==> src/rtl/comparator_pkg.sv <==
// Shared types and sizing helpers for the bit-serial magnitude comparator.
package comparator_pkg;

  typedef enum logic [1:0] {
    IDLE  = 2'd0,
    SHIFT = 2'd1,
    DONE  = 2'd2
  } state_e;

  // Width of a counter that must represent 0..n inclusive.
  function automatic int unsigned cnt_w(input int unsigned n);
    return $clog2(n + 1);
  endfunction

  localparam int unsigned DEFAULT_N = 4;

endpackage

==> src/rtl/bit_counter.sv <==
// Consumed-bit counter for the serial comparator.
// Ports: clock/reset (async, active-high), clear (sync zero), inc (+1),
//        count (current value), last (count == N-1, i.e. next bit is the final one).
module bit_counter
  import comparator_pkg::*;
#(
  parameter int unsigned N = DEFAULT_N
) (
  input  logic                   clock,
  input  logic                   reset,
  input  logic                   clear,
  input  logic                   inc,
  output logic [cnt_w(N)-1:0]    count,
  output logic                   last
);

  localparam int unsigned CW = cnt_w(N);

  logic [CW-1:0] count_q;
  logic [CW-1:0] count_d;

  // clear wins over inc so a restart never carries a stale increment
  always_comb begin
    count_d = count_q;
    if (clear) begin
      count_d = '0;
    end else if (inc) begin
      count_d = count_q + CW'(1);
    end
  end

  always_ff @(posedge clock or posedge reset) begin
    if (reset) begin
      count_q <= '0;
    end else begin
      count_q <= count_d;
    end
  end

  assign count = count_q;
  assign last  = (count_q == CW'(N - 1));

endmodule

==> src/rtl/serial_comparator.sv <==
// Bit-serial unsigned comparator: consumes N bit pairs LSB first and reports
// x==y / x>y / x<y. The most significant differing pair seen so far decides.
// Ports: clock, reset (async, active-high), start, abort, bit_valid, xb, yb in;
//        busy (in SHIFT), done (1-cycle pulse), eq/gt/lt flags, bit_count out.
// All outputs are registered.
module serial_comparator
  import comparator_pkg::*;
#(
  parameter int unsigned N = DEFAULT_N
) (
  input  logic                   clock,
  input  logic                   reset,
  input  logic                   start,
  input  logic                   abort,
  input  logic                   bit_valid,
  input  logic                   xb,
  input  logic                   yb,
  output logic                   busy,
  output logic                   done,
  output logic                   eq,
  output logic                   gt,
  output logic                   lt,
  output logic [cnt_w(N)-1:0]    bit_count
);

  localparam int unsigned CW = cnt_w(N);

  state_e state_q, state_d;
  logic   eq_q, eq_d;
  logic   gt_q, gt_d;
  logic   lt_q, lt_d;
  logic   busy_q, done_q;
  logic   cnt_clear, cnt_inc, cnt_last;
  logic [CW-1:0] cnt;

  bit_counter #(.N(N)) u_bit_counter (
    .clock (clock),
    .reset (reset),
    .clear (cnt_clear),
    .inc   (cnt_inc),
    .count (cnt),
    .last  (cnt_last)
  );

  // Next-state, flag update and counter control
  always_comb begin
    state_d   = state_q;
    eq_d      = eq_q;
    gt_d      = gt_q;
    lt_d      = lt_q;
    cnt_clear = 1'b0;
    cnt_inc   = 1'b0;
    unique case (state_q)
      IDLE: begin
        if (start) begin
          state_d   = SHIFT;
          eq_d      = 1'b1;
          gt_d      = 1'b0;
          lt_d      = 1'b0;
          cnt_clear = 1'b1;
        end
      end
      SHIFT: begin
        // abort outranks both a valid bit and completion on the final bit
        if (abort) begin
          state_d   = IDLE;
          eq_d      = 1'b1;
          gt_d      = 1'b0;
          lt_d      = 1'b0;
          cnt_clear = 1'b1;
        end else if (bit_valid) begin
          cnt_inc = 1'b1;
          // later pairs are more significant, so a new difference overrides
          if (xb != yb) begin
            eq_d = 1'b0;
            gt_d = xb;
            lt_d = yb;
          end
          if (cnt_last) begin
            state_d = DONE;
          end
        end
      end
      DONE: begin
        state_d = IDLE;
      end
      default: begin
        state_d = IDLE;
      end
    endcase
  end

  // State register
  always_ff @(posedge clock or posedge reset) begin
    if (reset) begin
      state_q <= IDLE;
    end else begin
      state_q <= state_d;
    end
  end

  // Registered outputs; busy/done track the state being entered so they align with it
  always_ff @(posedge clock or posedge reset) begin
    if (reset) begin
      eq_q   <= 1'b1;
      gt_q   <= 1'b0;
      lt_q   <= 1'b0;
      busy_q <= 1'b0;
      done_q <= 1'b0;
    end else begin
      eq_q   <= eq_d;
      gt_q   <= gt_d;
      lt_q   <= lt_d;
      busy_q <= (state_d == SHIFT);
      done_q <= (state_d == DONE);
    end
  end

  assign busy      = busy_q;
  assign done      = done_q;
  assign eq        = eq_q;
  assign gt        = gt_q;
  assign lt        = lt_q;
  assign bit_count = cnt;

endmodule

==> config.mk <==
export PLATFORM = sky130hd
export DESIGN_NAME = serial_comparator
export DESIGN_NICKNAME = d
export VERILOG_FILES = /design/src/rtl/comparator_pkg.sv /design/src/rtl/bit_counter.sv /design/src/rtl/serial_comparator.sv
export SDC_FILE = /design/constraint.sdc
export NUM_CORES = 1
export LEC_CHECK = 0
export BUFFER_PORTS_ARGS = -buffer_cell sky130_fd_sc_hd__buf_2
export CAP_MARGIN = 25
export CORE_AREA = 2 2 39 41
export CTS_CLUSTER_SIZE = 8
export DETAILED_ROUTE_END_ITERATION = 16
export DIE_AREA = 0 0 41 43
export PLACE_DENSITY = 0.64
export SLEW_MARGIN = 20
export SYNTH_ARGS = -nofsm -noshare
export SYNTH_HDL_FRONTEND = slang
export SYNTH_SLANG_ARGS = --single-unit
==> constraint.sdc <==
create_clock -name clock -period 3.16 [get_ports clock]
set_input_delay 0.158 -clock clock [delete_from_list [all_inputs] [get_ports clock]]
set_output_delay 0.158 -clock clock [all_outputs]
set_load 0.01 [all_outputs]
==> results.md <==
* CP Data Required Time at 3.32 ns
* Final setup fails at 0
* DRT Wirelength at 900 um
* Worst-Skew Late Latency at 0.27 ns
* Vias per cell at 4.766
* Number of port buffers at 14
* DR WL/cell at 11.69 um
* P_leak at 0.3068 nW
* Post-synth ARST share at 100.0%
* CTS max path bufs at 2
* Root Buffer: clkbuf_4
* Starting Density at 35.17%
* DRT antenna net count at 0
* Clk_skew at 0.0004419 ns
* Hold/Removal Path Class: primary input to flop
* Post-synth top cells: dfrtp_1 (9), a21oi_1 (3), nor2_1 (3)
* IO Count at 15
* Crit Path Max Fanout at 6
* DRC at 0
* Most used DFF post-synth: dfrtp_1
* Routability cong. at 0.6941
* TritonCTS buffer count at 3
* CTS tree: built
* Post-synthesis sequential area ratio at 51.67%
* Setup tns final at 0 ns
* Yosys top cell area share at 46.27%
* Cells taking the most area after synthesis: dfrtp_1 (46%), dfstp_2 (5.4%), ha_1 (5.1%), a32oi_1 (3.6%), o2bb2ai_1 (3.6%)
* Min Tclk post-route at 1.289 ns
* Slew @ Worst Pin at 0.3799 ns
* # fillers at 129
* Clock Pin Slew Worst Setup and Hold Paths at 0.07 ns
* Slew margin rel. at 74.64%
* Antenna diodes at 0
* Most frequent cell after synthesis: dfrtp_1
* Hold Vio Cnt, Final at 0
* Vias in the first global route at 368
* Row Count at 14
* Total number of yosys warnings at 0
* RSZ-0062 raised after global routing: no
* Nets at 71
* DP HPWL at 668 um
* Outcome: finished clean
* FF-to-FF setup slack at 1.87 ns
* Crit path launch type: flop
* Die Wd at 41 um
* First-pass detailed-route iteration total at 2
* H-tree Lvls at 1
* Global-route wire length before repair at 1.455 mm
* Area Overhead vs Synth at 26.99%
* Syn nets at 52
* Largest net degree at the start of global routing at 11
* Worst Setup End Kind: flop
* Via count at 367
* Fmax at 0.7758 GHz
* Die ar. at 1763 sq um
* Die H at 43 um
* Aggregate global-route resource usage at 12.31%
* Number of synthesized register bits at 10
* Initial antenna violation count at 0
* Crit Path Class: flop to flop
* Clk sink count at 10
* Maximum vdd drop at 0.2149 mV
* PnR Total Power at 0.3261 mW
* Hold Slack at 0.1701 ns
* Iteration-0 DRC Markers at 1
* Syn Std Cell Area at 486.7 sq um
* Crit path DAT at 1.45 ns
* Max-cap viol count at 0
* Distinct cells, synth at 22
* P per Cell Area at 527.6 nW/um^2
* Mapped Avg Cell Area at 11.32 sq um
* Post-CTS setup buffers at 0
* Mapped Cells at 43
* Layout cells sized above 1 at 34.43%
* Core Footprint at 1384 sq um
* Post-synth EDFFs at 0
* Gr ovfl total at 0
* Slew Limit Fails at 0
* Crit share post-route at 40.79%
* Biggest area consumer among synthesized cells: dfrtp_1
-- metal layers --
metal	wire length [um]	track usage, %	share of wire, %	up-vias
met5	0	0	0	-
met4	15	8.000	1.7	0
met3	35	3.141	3.9	2
met2	390	16.56	43	13
met1	458	16.78	51	161
li1	-	-	-	191
-- placed cells by master (no fill, tap or decap) --
| master | count |
|---|---|
| buf_2 | 14 |
| o21ba_2 | 1 |
| nand2b_1 | 1 |
| ha_1 | 2 |
| nor2b_1 | 2 |
| mux2i_1 | 1 |
| a21o_1 | 2 |
| dfstp_2 | 1 |
| and4bb_1 | 1 |
| clkbuf_8 | 1 |
| o2bb2ai_1 | 2 |
| o31ai_1 | 1 |
| clkbuf_4 | 3 |
| a21oi_1 | 3 |
| dfrtp_1 | 9 |
| xnor2_1 | 2 |
| nand2b_2 | 1 |
| a211oi_1 | 1 |
| nor2_1 | 3 |
| and2_1 | 2 |
| a32oi_1 | 2 |
| inv_1 | 2 |
| dlygate4sd3_1 | 1 |
| nand2_1 | 2 |
| or3b_1 | 1 |
-- worst max-delay path, stage by stage, from the launching register on --
cell	delay, ns
dfrtp_1	0.41
or3b_1	0.42
a32oi_1	0.24
o2bb2ai_1	0.10
-- stage by stage --
stage / setup slack, ns / utilization [%] / area (sq um) / instances
after floorplan: 1.973 / - / 486.7 / 43
after global placement: 1.943 / 41.32 / 571.8 / 72
after detailed placement: 1.914 / 41.32 / 571.8 / 72
after CTS: 1.893 / 44.67 / 618.1 / 77
after global routing: 1.831 / 44.67 / 618.1 / 77
final: 1.871 / 44.67 / 618.1 / 77
-- cells by family after synthesis --
kind of cell,Yosys count,share of synthesized area (%)
DFF,10,51.67
and+or+nand+nor,13,16.45
AOI/OAI and AO/OA,12,18.51
buffers and inverters,3,2.570
xor gates and xnor gates,2,3.600
adders and majority gates,2,5.141
muxes,1,2.057
-- layout make-up --
class                   instances  area, sq um  share of cell area [%]
repair buffers                 15        80.08                   12.96
inverters                       2        7.507                   1.215
well taps                      16        20.02                   3.239
clock buffers                   4        36.28                   5.870
multi-input cells              30        222.7                   36.03
flip-flops and latches         10        251.5                   40.69
-- state kept, by name, indices dropped and copies added (netlist names) --
signal and flops:
state_q 2, busy 1, done 1, lt 1, gt 1, u_bit_counter.count 3, eq 1
-- power by group --
part | switching (mW) | internal, mW
combinational | 0.0308 | 0.0267
sequential | 0.00763 | 0.140
clock | 0.0510 | 0.0700
-- what timing repair did --
| item | in CTS | in global routing |
|---|---|---|
| gates resized for setup | 0 | 0 |
| hold buffers | 1 | 0 |
| endpoints found under the hold margin | 9 | 0 |
-- final timing paths --
kind / start / end / depth (start not counted)
worst max-delay path: state_q[0] / gt / 3
worst min-delay path: start / busy / 3
worst max register to register: state_q[0] / gt / 3
worst min register to register: state_q[1] / busy / 1
max in group asynchronous: reset / eq / 3
min in group asynchronous: reset / gt / 3
Note: power is estimated with default switching activity, not from simulation.
